<file path="config.mk">
export PLATFORM = sky130hd
export DESIGN_NAME = dmem_responder_flat
export DESIGN_NICKNAME = d
export VERILOG_FILES = /design/src/rtl/dmem_responder_pkg.sv /design/src/rtl/dmem_responder_if.sv /design/src/rtl/dmem_responder_store_buffer.sv /design/src/rtl/dmem_responder.sv /design/src/flat_wrapper.sv
export SDC_FILE = /design/constraint.sdc
export NUM_CORES = 1
export LEC_CHECK = 0
export ABC_AREA = 1
export ABC_CLOCK_PERIOD_IN_PS = 9900
export CAP_MARGIN = 5
export CORE_ASPECT_RATIO = 1.75
export CORE_UTILIZATION = 40
export DETAILED_ROUTE_END_ITERATION = 10
export GPL_ROUTABILITY_DRIVEN = 0
export PLACE_DENSITY_LB_ADDON = 0.2
export SLEW_MARGIN = 15
export SYNTH_ARGS = -nofsm -noshare
export SYNTH_HDL_FRONTEND = slang
export SYNTH_SLANG_ARGS = --single-unit
</file>
<file path="constraint.sdc">
create_clock -name clk -period 9.9 [get_ports clk]
set_clock_uncertainty 0.2 [all_clocks]
set_input_delay 1.98 -clock clk [delete_from_list [all_inputs] [get_ports clk]]
set_output_delay 1.98 -clock clk [all_outputs]
set_load 0.02 [all_outputs]
</file>
<file path="src/rtl/dmem_responder_pkg.sv">
// Shared constants and types for the data-memory responder.
// Optional feature macro used by the design: DMEM_FWD_EN (store-to-load forwarding).
package dmem_responder_pkg;

  localparam int unsigned WORD_WIDTH       = 32;
  localparam int unsigned WB_DEPTH_DEFAULT = 4;

  localparam logic TRUE  = 1'b1;
  localparam logic FALSE = 1'b0;

  // Load-path FSM: RESP is the cycle in which SRAM read data is returned.
  typedef enum logic {
    DMEM_IDLE = 1'b0,
    DMEM_RESP = 1'b1
  } dmem_state_e;

endpackage

</file>
<file path="src/rtl/dmem_responder_if.sv">
// CPU load/store port plus arbitrated SRAM port of the data-memory responder.
// The slave modport is the responder's view; master is the surrounding system.
interface dmem_responder_if
  import dmem_responder_pkg::*;
#(
  parameter int unsigned W = WORD_WIDTH
);

  logic         load_en;
  logic [W-1:0] l_addr;
  logic [W-1:0] l_data;
  logic         store_en;
  logic [W-1:0] s_addr;
  logic [W-1:0] s_data;
  logic         busy;
  logic         sram_req;
  logic         sram_we;
  logic [W-3:0] sram_addr;
  logic [W-1:0] sram_wdata;
  logic [W-1:0] sram_rdata;
  logic         sram_gnt;

  modport slave (
    input  load_en, l_addr, store_en, s_addr, s_data, sram_rdata, sram_gnt,
    output l_data, busy, sram_req, sram_we, sram_addr, sram_wdata
  );

  modport master (
    output load_en, l_addr, store_en, s_addr, s_data, sram_rdata, sram_gnt,
    input  l_data, busy, sram_req, sram_we, sram_addr, sram_wdata
  );

endinterface

</file>
<file path="src/rtl/dmem_responder_store_buffer.sv">
// Posted-store write buffer: circular FIFO with newest-match address lookup.
// With DMEM_FWD_EN defined the lookup also returns the matching data word;
// otherwise only the hit flag is built.
module dmem_responder_store_buffer
  import dmem_responder_pkg::*;
#(
  parameter int unsigned W        = WORD_WIDTH,
  parameter int unsigned WB_DEPTH = WB_DEPTH_DEFAULT
) (
  input  logic         clk,
  input  logic         rst,
  input  logic         push,
  input  logic [W-3:0] push_addr,
  input  logic [W-1:0] push_data,
  input  logic         pop,
  output logic         full,
  output logic         empty,
  output logic [W-3:0] head_addr,
  output logic [W-1:0] head_data,
  input  logic [W-3:0] lookup_addr,
  output logic         hit
`ifdef DMEM_FWD_EN
  ,
  output logic [W-1:0] hit_data
`endif
);

  localparam int unsigned PtrW = $clog2(WB_DEPTH);
  localparam int unsigned CntW = PtrW + 1;

  logic [W-3:0]    addr_q [WB_DEPTH];
  logic [W-1:0]    data_q [WB_DEPTH];
  logic [PtrW-1:0] head_q, tail_q;
  logic [CntW-1:0] count_q;

  // Entry storage needs no reset: validity is carried by count alone.
  always_ff @(posedge clk) begin
    if (push) begin
      addr_q[tail_q] <= push_addr;
      data_q[tail_q] <= push_data;
    end
  end

  // Pointers wrap naturally because the depth is a power of two.
  always_ff @(posedge clk or negedge rst) begin
    if (!rst) begin
      head_q  <= '0;
      tail_q  <= '0;
      count_q <= '0;
    end else begin
      if (push) tail_q <= tail_q + 1'b1;
      if (pop)  head_q <= head_q + 1'b1;
      if (push && !pop)      count_q <= count_q + 1'b1;
      else if (pop && !push) count_q <= count_q - 1'b1;
    end
  end

  assign full      = (count_q == CntW'(WB_DEPTH));
  assign empty     = (count_q == '0);
  assign head_addr = addr_q[head_q];
  assign head_data = data_q[head_q];

  // Scan oldest to newest so the last valid match (the newest store) wins.
  always_comb begin
    hit = 1'b0;
`ifdef DMEM_FWD_EN
    hit_data = '0;
`endif
    for (int unsigned i = 0; i < WB_DEPTH; i++) begin
      if ((CntW'(i) < count_q) && (addr_q[head_q + PtrW'(i)] == lookup_addr)) begin
        hit = 1'b1;
`ifdef DMEM_FWD_EN
        hit_data = data_q[head_q + PtrW'(i)];
`endif
      end
    end
  end

endmodule

</file>
<file path="src/rtl/dmem_responder.sv">
// Data-memory responder: posts stores into a write buffer that drains to the
// arbitrated SRAM port, serves loads from SRAM or by forwarding from the buffer.
// Optional feature macro: DMEM_FWD_EN. Undefined, a load that matches a buffered
// store stalls until that store has drained.
module dmem_responder
  import dmem_responder_pkg::*;
#(
  parameter int unsigned W        = WORD_WIDTH,
  parameter int unsigned WB_DEPTH = WB_DEPTH_DEFAULT
) (
  input logic            clk,
  input logic            rst,
  dmem_responder_if.slave bus
);

  dmem_state_e  state_q, state_d;
  logic [W-1:0] l_data_q, l_data_d;

  logic         full, empty, hit, push, pop;
  logic [W-3:0] head_addr;
  logic [W-1:0] head_data;
  logic         store_stall, load_act, load_rd, load_blocked, fwd_conflict;
`ifdef DMEM_FWD_EN
  logic [W-1:0] hit_data;
  logic         load_fwd;
`endif

  logic unused_addr_bits;
  assign unused_addr_bits = ^{bus.l_addr[1:0], bus.s_addr[1:0]};

  dmem_responder_store_buffer #(
    .W        (W),
    .WB_DEPTH (WB_DEPTH)
  ) u_store_buffer (
    .clk         (clk),
    .rst         (rst),
    .push        (push),
    .push_addr   (bus.s_addr[W-1:2]),
    .push_data   (bus.s_data),
    .pop         (pop),
    .full        (full),
    .empty       (empty),
    .head_addr   (head_addr),
    .head_data   (head_data),
    .lookup_addr (bus.l_addr[W-1:2]),
    .hit         (hit)
`ifdef DMEM_FWD_EN
    ,
    .hit_data    (hit_data)
`endif
  );

  // A load is held back while the pipeline is stalled on a full buffer so the
  // drain can free a slot instead of the load re-reading SRAM every cycle.
  assign store_stall  = bus.store_en & full;
  assign load_act     = bus.load_en & ~store_stall;
  assign load_rd      = load_act & ~hit;
  assign load_blocked = load_rd & ~bus.sram_gnt;
`ifdef DMEM_FWD_EN
  assign load_fwd     = load_act & hit;
  assign fwd_conflict = 1'b0;
`else
  assign fwd_conflict = load_act & hit;
`endif

  assign bus.busy = store_stall | load_blocked | fwd_conflict;

  // Stores are pushed only when the whole request is accepted; otherwise the
  // CPU re-presents it and it would be posted twice.
  assign push = bus.store_en & ~bus.busy;

  // SRAM port: a load read has priority; otherwise the head entry drains.
  assign bus.sram_req   = load_rd | ~empty;
  assign bus.sram_we    = ~load_rd;
  assign bus.sram_addr  = load_rd ? bus.l_addr[W-1:2] : head_addr;
  assign bus.sram_wdata = head_data;
  assign pop            = ~load_rd & ~empty & bus.sram_gnt;

  // Next-state and load-data selection for the load path.
  always_comb begin
    state_d  = DMEM_IDLE;
    l_data_d = l_data_q;
    case (state_q)
      DMEM_RESP: l_data_d = bus.sram_rdata;
      default:   ;
    endcase
    if (load_rd && bus.sram_gnt) state_d = DMEM_RESP;
`ifdef DMEM_FWD_EN
    if (load_fwd) l_data_d = hit_data;
`endif
  end

  // Load FSM state and held load data.
  always_ff @(posedge clk or negedge rst) begin
    if (!rst) begin
      state_q  <= DMEM_IDLE;
      l_data_q <= '0;
    end else begin
      state_q  <= state_d;
      l_data_q <= l_data_d;
    end
  end

  // SRAM read data arrives in RESP; pass it straight through so both load
  // sources share the same one-cycle latency, and hold it afterwards.
  assign bus.l_data = (state_q == DMEM_RESP) ? bus.sram_rdata : l_data_q;

endmodule

</file>
<file path="src/flat_wrapper.sv">
// flat-port wrapper written by rule: the top's interface ports become plain ports
module dmem_responder_flat import dmem_responder_pkg::*;
#(
  parameter int unsigned W        = WORD_WIDTH,
  parameter int unsigned WB_DEPTH = WB_DEPTH_DEFAULT
)
  (clk, rst, bus_load_en, bus_l_addr, bus_store_en, bus_s_addr, bus_s_data, bus_sram_rdata, bus_sram_gnt, bus_l_data, bus_busy, bus_sram_req, bus_sram_we, bus_sram_addr, bus_sram_wdata);
  dmem_responder_if #(.W(W)) bus_i ();
  input logic clk;
  input logic rst;
  input wire logic [$bits(bus_i.load_en)-1:0] bus_load_en;
  input wire logic [$bits(bus_i.l_addr)-1:0] bus_l_addr;
  input wire logic [$bits(bus_i.store_en)-1:0] bus_store_en;
  input wire logic [$bits(bus_i.s_addr)-1:0] bus_s_addr;
  input wire logic [$bits(bus_i.s_data)-1:0] bus_s_data;
  input wire logic [$bits(bus_i.sram_rdata)-1:0] bus_sram_rdata;
  input wire logic [$bits(bus_i.sram_gnt)-1:0] bus_sram_gnt;
  output wire logic [$bits(bus_i.l_data)-1:0] bus_l_data;
  output wire logic [$bits(bus_i.busy)-1:0] bus_busy;
  output wire logic [$bits(bus_i.sram_req)-1:0] bus_sram_req;
  output wire logic [$bits(bus_i.sram_we)-1:0] bus_sram_we;
  output wire logic [$bits(bus_i.sram_addr)-1:0] bus_sram_addr;
  output wire logic [$bits(bus_i.sram_wdata)-1:0] bus_sram_wdata;
  assign bus_i.load_en = bus_load_en;
  assign bus_i.l_addr = bus_l_addr;
  assign bus_i.store_en = bus_store_en;
  assign bus_i.s_addr = bus_s_addr;
  assign bus_i.s_data = bus_s_data;
  assign bus_i.sram_rdata = bus_sram_rdata;
  assign bus_i.sram_gnt = bus_sram_gnt;
  assign bus_l_data = bus_i.l_data;
  assign bus_busy = bus_i.busy;
  assign bus_sram_req = bus_i.sram_req;
  assign bus_sram_we = bus_i.sram_we;
  assign bus_sram_addr = bus_i.sram_addr;
  assign bus_sram_wdata = bus_i.sram_wdata;
  dmem_responder #(.W(W), .WB_DEPTH(WB_DEPTH)) u_core (.clk(clk), .rst(rst), .bus(bus_i));
endmodule
</file>
==> results.yml <==
logic_synthesis:
  synth_top_area_share_pct: 44.7
  netlist-cell-type-count: 28
  synthCells: 2136
  yosysWarnings: 0
  syn_area_per_cell_um2: 7.81
  synth.largest_area_cell: "edfxtp_1"
  synthesis.nets: 2278
  yosysSeqAreaShare_pct: 50.7
  ys_ff_latch: 288
  synth_area_mm2: 0.0167
  ys_top_cells_by_area: "edfxtp_1 45%, nand2_1 21%, nand3_1 11%"
routing:
  drt_iter0_markers: 1143
  wl_met3_um: 4500
  drt-total-wl_um: 56900
  drt-met1-wl_um: 19600
  top_layer: "met5"
  wl_per_cell_um: 19.7
  dr.pass1.iters: 7
  routed-wl-met2_um: 27300
  drc: 0
  ant_nets: 0
  via_per_inst: 5.34
  dr_total_vias: 15400
timing:
  setup_viol: 0
  tightest_slew_ps: 1090
  final_max_slew_viol_count: 0
  finalCritPeriodShare_pct: 82.0
  fmax_mhz: 123
  rsz0062_at_grt: "false"
  setup-tns-final_ps: 0
  hold_slack_ps: 294
  slew_headroom_pct: 27.6
  layout_min_cycle_time_ps: 8120
  finalHoldViolations: 0
floorplan:
  start_util_pct: 40.7
  dieArea_mm2: 0.0425
  die_h_um: 272
  ios: 230
  rows: 98
  core_mm2: 0.0410
  die_x_um: 156
setup_path:
  crit_required_ps: 7720
  cp_data_arrival_time_ps: 5940
  worstPathMaxFanout: 64
  r2r_setup_slack_ps: 3810
  setup.worst_path.start_class: "input pin"
  critPathSlowestCell: "o21ai_1"
  cp-end-kind: "primary output"
  setup.worst_path.class: "input pin to primary output"
  slowest_delay_ps: 740
  path_cells: "clkdlybuf4s50_1 > inv_1 > nand3_1 > nand4_1 > nor2_1 > nand2_1 > nor2_1 > nand3_1 > nand2_1 > nor2_2 > nand3_4 > o21ai_1 > clkdlybuf4s50_1"
clock_network:
  cts_resized: 0
  post_cts_buffers: 0
  clockRootBuffer: "clkbuf_16"
  htreeDepth: 1
  cts_buffer_depth: 3
  numCtsBuffers: 28
  cts_tree: "done"
  clk_pin_slew_ps: 60
  clkLatencyLatePin_ps: 570
  cts_sinks: 288
  cts_hold_buffers: 0
outcome:
  status: "finished, final reports clean"
power:
  power_density_mw_per_mm2: 309
  leakage_nw: 8.87
  peakVddDrop_mv: 0.209
placed_design:
  dp_hpwl_um: 41000
  portBuffers: 225
grt:
  antenna_found_initial: 5
  overflow: 0
  track_usage_pct: 27.1
  grt_pass1_vias: 14900
  grt_pass1_wl_um: 85700
  grt_max_degree: 86
finish:
  drive_gt1_share_pct: 4.37
  area_delta_synth_final_pct: 20.7
  fin_nets: 2455
  n_fill_cell: 3922
worst_hold_path:
  hp-class: "flip-flop to flip-flop"
run:
  cap_violations: 0
-- Yosys cell counts (all sizes together) --
cell type	n
a21oi	9
a22oi	32
and2	1
buf	66
clkbuf	26
dfrtp	40
edfxtp	248
ha	9
inv	137
mux2	32
nand2	950
nand3	380
nand3b	1
nand4	27
nor2	122
nor3	6
o21ai	46
xnor2	1
xor2	3
-- cell type report --
| class | instances | area (um^2) | area share [%] |
|---|---|---|---|
| inverter | 137 | 517 | 2.57 |
| tap | 550 | 688 | 3.42 |
| clock buffer | 37 | 756 | 3.75 |
| timing repair buffer | 239 | 2360 | 11.7 |
| clock inverter | 15 | 121 | 0.603 |
| antenna | 1 | 2.50 | 0.0124 |
| sequential | 288 | 8460 | 42.0 |
| multi-input combinational | 1619 | 7220 | 35.9 |
-- report_power, final --
| group | switching [mW] | leakage, nW | internal [mW] |
|---|---|---|---|
| combinational | 2.42 | 5.70 | 1.10 |
| sequential | 0.128 | 2.73 | 1.53 |
| clock | 0.473 | 0.430 | 0.568 |
-- stage by stage --
step	utilization [%]	worst slack, ps	area, um^2	instances	total power, mW
2_1_floorplan	-	3530	16700	2136	3.96
3_3_place_gp	47.0	2000	19200	2833	5.08
3_5_place_dp	47.0	1980	19200	2833	5.13
4_1_cts	49.1	1920	20100	2885	6.19
5_1_grt	49.2	1610	20100	2886	6.62
6_report	49.2	1780	20100	2886	6.21
-- worst paths after layout --
kind	from	endpoint	cells after the start
hold / removal	u_core.l_data_q[19]$_DFF_PN0_	u_core.l_data_q[19]$_DFF_PN0_	1
min in group asynchronous	rst	u_core.u_store_buffer.tail_q[0]$_DFFE_PN0P_	1
setup / recovery	bus_l_addr[3]	bus_sram_addr[18]	13
setup reg to reg	u_core.u_store_buffer.head_q[0]$_DFFE_PN0P_	u_core.u_store_buffer.data_q[0][5]$_DFFE_PP_	19
max in group asynchronous	rst	u_core.u_store_buffer.head_q[0]$_DFFE_PN0P_	1
hold reg to reg	u_core.l_data_q[19]$_DFF_PN0_	u_core.l_data_q[19]$_DFF_PN0_	1
-- layout by cell type, fill, tap and decap left out, drive strengths merged, types with 37 or more instances in the layout --
master	netlist	final
inv	137	140
nor2	122	122
nand3	380	380
dfrtp	40	40
nand2	950	950
edfxtp	248	248
o21ai	46	46
clkdlybuf4s50	0	224
clkbuf	26	37
-- kinds of logic after synthesis --
logic type               Yosys count  share of synthesized area [%]
adder cells (fa/ha/maj)            9                          0.675
multiplexers                      32                           2.16
XOR/XNOR                           4                          0.210
flip-flops                       288                           50.7
buffers and inverters            229                           6.26
AND/OR/NAND/NOR                 1487                           37.0
AO/OA/AOI/OAI                     87                           3.09
-- registers in the layout, indices dropped and copies added (netlist names) --
signal	cells
u_core.u_store_buffer.data_q	128
u_core.state_q	1
u_core.l_data_q	32
u_core.u_store_buffer.head_q	2
u_core.u_store_buffer.tail_q	2
u_core.u_store_buffer.count_q	3
u_core.u_store_buffer.addr_q	120
-- critical path: cells and delay by family --
kind                   cells  cell delay [ps]
AO/OA/AOI/OAI              1              740
buffers and inverters      3             1520
AND/OR/NAND/NOR            9             1670
-- routing by layer --
metal  vias up  track usage, %
li1       7445               -
met1      7007            29.0
met2       712            44.7
met3       245            5.97
met4         8            23.8
met5         -               0
Note: power is estimated with default switching activity, not from simulation.
